File: config.mk
export PLATFORM = sky130hd
export DESIGN_NAME = frame_scanout_reader
export DESIGN_NICKNAME = d
export VERILOG_FILES = /design/src/rtl/frame_scanout_reader.sv
export SDC_FILE = /design/constraint.sdc
export NUM_CORES = 1
export LEC_CHECK = 0
export ABC_AREA = 1
export BUFFER_PORTS_ARGS = -buffer_cell sky130_fd_sc_hd__buf_2
export CAP_MARGIN = 20
export CORE_MARGIN = 2
export CORE_UTILIZATION = 55
export CTS_BUF_LIST = sky130_fd_sc_hd__clkbuf_16
export CTS_CLUSTER_SIZE = 25
export DETAILED_ROUTE_END_ITERATION = 6
export PLACE_DENSITY_LB_ADDON = 0.08
export SLEW_MARGIN = 30
export SYNTH_ARGS = -nofsm -noshare
export SYNTH_HDL_FRONTEND = slang
export SYNTH_SLANG_ARGS = --single-unit
File: constraint.sdc
create_clock -name Clk -period 2.2 [get_ports Clk]
set_clock_uncertainty 0.1 [all_clocks]
set_input_delay 0.44 -clock Clk [delete_from_list [all_inputs] [get_ports Clk]]
set_output_delay 0.44 -clock Clk [all_outputs]
set_load 0.02 [all_outputs]
File: src/rtl/frame_scanout_reader.sv
// Frame RAM scan-out: VGA timing, linear read address, 2-stage palette pipeline.
// Everything except the palette write port advances only on pix_en.
module frame_scanout_reader #(
  parameter int H_VIS  = 640,
  parameter int H_FP   = 16,
  parameter int H_SYNC = 96,
  parameter int H_BP   = 48,
  parameter int V_VIS  = 480,
  parameter int V_FP   = 10,
  parameter int V_SYNC = 2,
  parameter int V_BP   = 33,
  parameter int ADDR_W = 19,
  parameter int IDX_W  = 5
) (
  input  logic              Clk,
  input  logic              Reset_n,
  input  logic              pix_en,
  output logic [ADDR_W-1:0] read_address,
  input  logic [IDX_W-1:0]  ram_data,
  input  logic              pal_we,
  input  logic [3:0]        pal_addr,
  input  logic [23:0]       pal_data,
  output logic [7:0]        VGA_R,
  output logic [7:0]        VGA_G,
  output logic [7:0]        VGA_B,
  output logic              VGA_HS,
  output logic              VGA_VS,
  output logic              VGA_BLANK_N,
  output logic              frame_start
);

  localparam int H_TOT = H_VIS + H_FP + H_SYNC + H_BP;
  localparam int V_TOT = V_VIS + V_FP + V_SYNC + V_BP;
  localparam int HC_W  = $clog2(H_TOT);
  localparam int VC_W  = $clog2(V_TOT);
  localparam logic [ADDR_W-1:0] LAST_ADDR = ADDR_W'(H_VIS * V_VIS - 1);

  logic [HC_W-1:0] hc;
  logic [VC_W-1:0] vc;
  logic            vis0, hs0, vs0, end_line, end_frame;
  logic [3:0]      idx1;
  logic            vis1, hs1, vs1;
  logic [23:0]     palette [16];
  logic            ram_unused;

  assign ram_unused = ^ram_data[IDX_W-1:4];

  assign vis0      = (hc < HC_W'(H_VIS)) && (vc < VC_W'(V_VIS));
  assign hs0       = !((hc >= HC_W'(H_VIS + H_FP)) && (hc < HC_W'(H_VIS + H_FP + H_SYNC)));
  assign vs0       = !((vc >= VC_W'(V_VIS + V_FP)) && (vc < VC_W'(V_VIS + V_FP + V_SYNC)));
  assign end_line  = (hc == HC_W'(H_TOT - 1));
  assign end_frame = end_line && (vc == VC_W'(V_TOT - 1));

  // Palette writes ignore pix_en; a same-Clk lookup sees the old entry.
  always_ff @(posedge Clk or negedge Reset_n) begin
    if (!Reset_n) begin
      for (int i = 0; i < 16; i++) palette[i] <= {3{8'(i) * 8'h11}};
    end else if (pal_we) begin
      palette[pal_addr] <= pal_data;
    end
  end

  always_ff @(posedge Clk or negedge Reset_n) begin
    if (!Reset_n) begin
      hc           <= '0;
      vc           <= '0;
      read_address <= '0;
      frame_start  <= 1'b0;
      idx1         <= '0;
      vis1         <= 1'b0;
      hs1          <= 1'b1;
      vs1          <= 1'b1;
      VGA_R        <= '0;
      VGA_G        <= '0;
      VGA_B        <= '0;
      VGA_HS       <= 1'b1;
      VGA_VS       <= 1'b1;
      VGA_BLANK_N  <= 1'b0;
    end else begin
      frame_start <= 1'b0;
      if (pix_en) begin
        if (end_line) begin
          hc <= '0;
          vc <= end_frame ? '0 : vc + VC_W'(1);
        end else begin
          hc <= hc + HC_W'(1);
        end
        frame_start <= end_frame;

        // Running address: advances on visible ticks only, so it already
        // points at the next line's first pixel during horizontal blanking.
        if (end_frame || (vis0 && read_address == LAST_ADDR))
          read_address <= '0;
        else if (vis0)
          read_address <= read_address + ADDR_W'(1);

        idx1 <= ram_data[3:0];
        vis1 <= vis0;
        hs1  <= hs0;
        vs1  <= vs0;

        {VGA_R, VGA_G, VGA_B} <= vis1 ? palette[idx1] : 24'h0;
        VGA_BLANK_N <= vis1;
        VGA_HS      <= hs1;
        VGA_VS      <= vs1;
      end
    end
  end

endmodule

==> impl_results.md, run 1 <==
- Run status: complete, no violations
- Port Buffer Count: slightly above 80
- Total number of yosys warnings: 0
- Most common library cell in the layout ignoring fill and taps: nand2_1
- Wire length of the first global-routing pass: 92.8 mm
- Category of the critical setup timing path: reg -> reg
- Post-Synthesis Cell Area: around 21000 um2
- Leading cell types in the layout, fill and taps excluded: nand2_1, o21ai_0, nor2_1, dfrtp_1, dfstp_2
- Initial antenna violation count: 1
- Signal arrival time at the worst endpoint: about 2400 ps
- Hold violation count in the final report: 0
- Total power consumption of the routed design: 22900 uW
- Largest net degree at the start of global routing: 80
- Headroom to the max-slew limit: 58.6%
- Total CTS buffers: 50
- Max Clk Rate: 499 MHz
- Top area cells in the synthesized netlist: dfrtp_1, dfstp_2, o21ai_0
- Remaining DRCs: 0
- Biggest area consumer among synthesized cells: dfrtp_1
- Post-CTS setup-driven buffer insertion count: 0
- Seq. cell area: about 12000 um2
- Startpoint of the most critical hold path: pal_data[5]
- Via count: 17900
- Ys flop type: dfrtp_1
- Number of nets in the layout: between 2000 and 3000
- Number of stages on the worst hold path: 3
- TritonRoute pass-1 iters: 6
- Detail Route Antenna Nets: 0
- Reg-to-Reg End: VGA_B[2]
- Flop and latch count out of synthesis: 458
- Synthesized area divided by synthesized cell count: just over 8 um2
- Transition at the pin with the smallest max-transition slack: between 600 and 700 ps
- Worst IR drop on VDD: ~0.59 mV
- End point of the most critical hold path: palette[197]
- Class of the most critical hold timing path: in -> reg
- Setup violation total in the final timing report: 0
- Sink count of the clock tree: between 400 and 500
- Share of final-layout standard cells stronger than drive strength 1: ~17%
- Floorplan core area: 38600 um2
- Final weighted congestion in routability-driven placement: 0.884
- Routed wire length: about 58 mm
- Pre-CTS WS: 207 ps
- Slack of the worst reg-to-reg path: about 200 ps
- Count of mapped cells out of synthesis: 2636
- Final-layout fill cell count: between 3000 and 4000
- Clk Tree Root Cell: clkbuf_16
- CTS H-tree lvls: 2
- Count of flip-flops with a built-in enable after synthesis: 0
- Clock-pin slew on the worst setup and hold paths: 60 ps
- GR Util All Layers: around 29%
- Area used by multi-input combinational logic: between 8000 and 9000 um2
- CTS tree: yes
- Starting density of the core: 55.6%
- Fin Setup TNS: 0 ps
- Max Buffers Root-to-Sink: 3
- Detailed Place HPWL: between 30 and 40 mm
- Worst setup slack after layout: about 200 ps
- Layout Area Growth over Synthesis: 13.0%
- Die width: 201 um
- Fin crit period: 2000 ps
- Portion of the post-synthesis area used by sequential elements: 54.6%
- Yosys top cell area share: a little under a third
- Post-DR wirelength/cell: roughly 18 um
- Height of the die: approximately 200 um
- Post-synth cell types: 36
- Routed via count divided by cell count: 5.57
- Worst Path Max Fanout: 38
- FP Rows: between 70 and 80
- Placed cell area: 22500 um2
- Number of cell instances on the worst register-to-register path: 9
- Share of flip-flops with an asynchronous set or reset: 100%
- Type of destination of the critical path: register
- Unrepaired setup endpoints after global routing: false
- Global route total overflow: 0
- Max capacitance violation total: 0
- Number of placed I/O pins: between 80 and 90
- Worst-Skew Late Latency: roughly 590 ps
- Post-route cell area: 24200 um2
- Data required time at the worst endpoint: about 2600 ps
- Ratio of total power to cell area: between 900 and 1000 nW/um2
- Worst flop-to-flop path startpoint: idx1[0]
- Standby leakage power: 0.0110 uW
- Via count of the first global-routing pass: around 17000
- Initial DRC Count: 1486
- Syn nets: between 2000 and 3000
- Slew Limit Fails: 0
- Finished Core Util: roughly 63%
- Worst setup SP type: register
- Final period util: between 90% and 100%
- Die Footprint: slightly above 40000 um2
[critical path: stages, from the launching register on]
cell and delay (ps):
dfrtp_4 550, buf_4 450, nor2_1 90, nor2_1 90
o21ai_0 100, nand3_1 120, nand3_1 100, nand2_1 200
nand2_1 70, nand2_1 60
[timing repair]
item | CTS | global route
hold endpoints to repair | 78 | 0
hold buffers | 20 | 0
resized for setup | 0 | 1
setup endpoints to repair | 0 | 1
[kinds of logic (layout without fill, tap and decap cells)]
kind of cell / count (synthesis) / count (layout) / share of synthesized area (%)
AO/OA/AOI/OAI: 663 / 663 / 16.0
other: 0 / 1 / 0
flip-flops: 458 / 458 / 54.6
AND/OR/NAND/NOR: 1149 / 1149 / 21.7
buffers and inverters: 345 / 405 / 6.72
XOR/XNOR: 16 / 16 / 0.654
adder cells (fa/ha/maj): 5 / 5 / 0.292
[layout make-up]
cell class	instances	area share, %
Inverter	149	2.32
Sequential cell	458	48.4
Clock buffer	52	5.37
Tap cell	518	2.68
Antenna cell	1	0.0103
Clock inverter	40	0.930
Multi-Input combinational cell	1833	34.5
Timing Repair Buffer	164	5.88
[sequential cells by signal, summed over array words and instances, names as in the netlist, 4 cells and up]
signal	flops
palette	384
read_address	19
hc	10
vc	10
VGA_B	8
VGA_G	8
VGA_R	8
idx1	4
[per-layer routing]
metal,routed length [um],up-vias,GRT usage [%]
li1,-,8633,-
met4,1510,0,9.77
met2,25800,588,44.8
met3,4170,84,4.54
met1,26100,8612,41.9
met5,0,-,0
[synth_stat cells (2+ instances only)]
library cell	count
nor2_1	342
o211ai_1	39
nor2_2	3
nand2_1	605
nand3_2	2
nand2_2	3
o21ai_0	517
nand3b_1	7
o21ai_1	33
a31oi_1	2
nor3_2	4
inv_2	9
buf_2	75
xnor2_1	3
nand4_1	4
nand3_1	161
inv_1	139
buf_1	12
buf_4	9
nor3_1	12
dfrtp_1	262
xor2_1	13
dfstp_2	196
a21oi_1	70
clkbuf_1	98
buf_6	2
ha_1	5
[worst max-delay path by stage]
stage	startpoint	endpoint	slack (ps)
global route	hc[0]	vc[4]	40
floorplan	read_address[0]	read_address[13]	290
detailed placement	pal_we	palette[118]	210
CTS	read_address[1]	read_address[2]	200
finish	idx1[0]	VGA_B[2]	200
global placement	read_address[1]	read_address[1]	230
[where the power goes]
group          switching, uW  internal (uW)
logic                   2300           1370
clock network           3340           4480
registers                812          10500
total                   6460          16400
[per-stage QoR]
stage / hold slack [ps] / cells
floorplan: 44.4 / 2636
finish: 27.8 / 3215
global placement: 284 / 3102
global route: 25.8 / 3214
CTS: 0.142 / 3214
detailed placement: 287 / 3102
(Power assumes the default switching activity.)
==> inputs of run 2 (changes only) <==
--- a/config.mk
+++ b/config.mk
@@ -7,8 +7,7 @@
 export LEC_CHECK = 0
 export ABC_AREA = 1
 export BUFFER_PORTS_ARGS = -buffer_cell sky130_fd_sc_hd__buf_2
-export CAP_MARGIN = 20
-export CORE_MARGIN = 2
+export CORE_MARGIN = 1.5
 export CORE_UTILIZATION = 55
 export CTS_BUF_LIST = sky130_fd_sc_hd__clkbuf_16
 export CTS_CLUSTER_SIZE = 25
==> impl_results.md, run 2 (synthesis results as in run 1) <==
- Worst Path Max Fanout: 8 (-79%)
- Worst setup SP type: register
- Fin cells: 3224 (+0.28%)
- FP Rows: 72 (unchanged)
- GR Util All Layers: 29.5% (+0.52 points)
- Signal arrival time at the worst endpoint: 2380 ps (-40 ps)
- Routed via count divided by cell count: 5.58 (about the same)
- Run status: complete, no violations
- Class of the most critical hold timing path: in -> reg
- Relative contribution of combinational cells to total power: 15.9% (-0.2 points)
- Routed wire length: 57.9 mm (+0.46%)
- Worst IR drop on VDD: 0.691 mV (+17%)
- CTS tree: yes
- Ratio of total power to cell area: 948 nW/um2 (+0.54%)
- Fin Setup TNS: 0 ps (unchanged)
- Detail Route Antenna Nets: 0 (unchanged)
- Total CTS buffers: 50 (unchanged)
- Share of final-layout standard cells stronger than drive strength 1: 17.1% (+0.54 points)
- Power dissipated by switching net loads: 6460 uW (about the same)
- Standby leakage power: 0.0110 uW (+0.25%)
- Post-CTS setup-driven buffer insertion count: 0 (unchanged)
- Clock-pin slew on the worst setup and hold paths: 60 ps (about the same)
- Top register by number of flip-flops: palette
- Final weighted congestion in routability-driven placement: 0.886 (+0.16%)
- Fin crit period: 2010 ps (+11.2 ps)
- Worst-Skew Late Latency: 590 ps (about the same)
- Max Buffers Root-to-Sink: 3 (unchanged)
- Largest net degree at the start of global routing: 73 (-8.8%)
- Final period util: 91.5% (+0.51 points)
- Sink count of the clock tree: 458 (unchanged)
- Finished Core Util: 63.0% (+0.15 points)
- Port Buffer Count: 82 (unchanged)
- Layout Area Growth over Synthesis: 13.3%
- Height of the die: 200 um (-0.50%)
- Die Footprint: 40200 um2 (-0.99%)
- Via count of the first global-routing pass: 17300 (+2.4%)
- Post-DR wirelength/cell: 17.9 um (+0.18%)
- Proportion of power drawn by the clock network: 34.8% (+0.6 points)
- Hold violation count in the final report: 0 (unchanged)
- Worst setup slack after layout: 186 ps (-11.2 ps)
- Number of nets in the layout: 2706 (+0.30%)
- Detailed Place HPWL: 35.5 mm (+2.0%)
- Floorplan core area: 38600 um2 (unchanged)
- Leading cell types in the layout, fill and taps excluded: nand2_1, o21ai_0, nor2_1, dfrtp_1, dfstp_2
- CTS H-tree lvls: 2 (unchanged)
- Most common library cell in the layout ignoring fill and taps: nand2_1
- Initial antenna violation count: 2 (+1)
- Starting density of the core: 55.6% (unchanged)
- Biggest registers after layout: palette x384, read_address x19
- Max FFs per register: 384 (unchanged)
- Initial DRC Count: 1616 (+8.7%)
- Max capacitance violation total: 0 (unchanged)
- Clk Tree Root Cell: clkbuf_16
- Sw Ratio: 28.0% (-0.22 points)
- Unrepaired setup endpoints after global routing: false
- Number of placed I/O pins: 84 (unchanged)
- Sequential cell fraction of total power: 49.3% (-0.4 points)
- Type of destination of the critical path: register
- Global route total overflow: 0 (unchanged)
- Cell internal power dissipation: 16600 uW (+1.1%)
- Max Clk Rate: 497 MHz (-0.56%)
- Data required time at the worst endpoint: 2560 ps (-60 ps)
- Die width: 200 um (-0.50%)
- Number of hold buffers added after cts: 13 (-35%)
- Headroom to the max-slew limit: 59.9% (+1.2 points)
- TritonRoute pass-1 iters: 5 (-1)
- Post-placement cell count: 3117 (+0.48%)
- Remaining DRCs: 0 (unchanged)
- Via count: 18000 (+0.36%)
- Pre-CTS WS: 231 ps (+23.4 ps)
- Setup violation total in the final timing report: 0 (unchanged)
- Transition at the pin with the smallest max-transition slack: 601 ps (-19.6 ps)
- Category of the critical setup timing path: reg -> reg
- Slew Limit Fails: 0 (unchanged)
- Number of gates given a new drive strength after cts: 0 (unchanged)
- Wire length of the first global-routing pass: 93.9 mm (+1.2%)
[run 2: cell count changes in the layout (fill, tap and decap cells not counted), moves of 2 or more]
cell,change
clkinv_1,+4
clkinv_2,+2
buf_12,-2
inv_6,-2
buf_4,+17
inv_1,-5
dlygate4sd3_1,-7
[run 2: area by class of cell]
type                            instances  area, um2
Clock inverter                         40        243
Fill cell                            3358      14300
Antenna cell                            1       2.50
Tap cell                              518        648
Sequential cell                       458      11700
Multi-Input combinational cell       1833       8350
Clock buffer                           53       1330
Inverter                              149        563
Timing Repair Buffer                  172       1440
[run 2: power groups by stage]
stage	clock network, uW	registers [uW]	logic [uW]
floorplan	0	11200	2570
global placement	0	11400	3520
detailed placement	0	11500	3640
CTS	8150	11300	3680
global route	8510	11600	4270
finish	8010	11400	3670
[run 2: per-layer routing]
metal  track usage [%]  vias to the layer above  part of all wire (%)
met5                 0                        -                     0
met4              9.37                        0                   2.6
met3              4.35                       94                   7.3
met2              45.1                      623                    44
met1              43.4                     8636                    46
li1                  -                     8628                     -
[run 2: worst paths after layout]
| path | start | endpoint | slack (ps) | cells past startpoint |
|---|---|---|---|---|
| min reg2reg | VGA_VS | VGA_VS | 370 | 2 |
| min in group asynchronous | Reset_n | palette[236] | 250 | 2 |
| max | read_address[1] | read_address[16] | 190 | 10 |
| max in group asynchronous | Reset_n | palette[344] | 940 | 4 |
| min | pal_data[17] | palette[209] | 30 | 3 |
| max reg2reg | read_address[1] | read_address[16] | 190 | 10 |
[run 2: per-stage QoR]
| stage | total power (uW) | instance area (um2) | hold slack, ps |
|---|---|---|---|
| final | 23000 | 24300 | 26.3 |
| after global routing | 24300 | 24300 | 28.1 |
| after detailed placement | 15100 | 22600 | 264 |
| after CTS | 23200 | 24300 | 3.67 |
| after floorplan | 13800 | 21400 | 44.4 |
| after global placement | 14900 | 22600 | 264 |
[run 2: critical path, cell delays in order (launching register included)]
cell,delay [ps]
dfrtp_1,410
ha_1,290
nand3_1,180
inv_1,130
nand2_1,90
nor2_1,150
nand3_2,180
nand2_4,170
inv_4,80
nand3_1,80
nand2_1,50
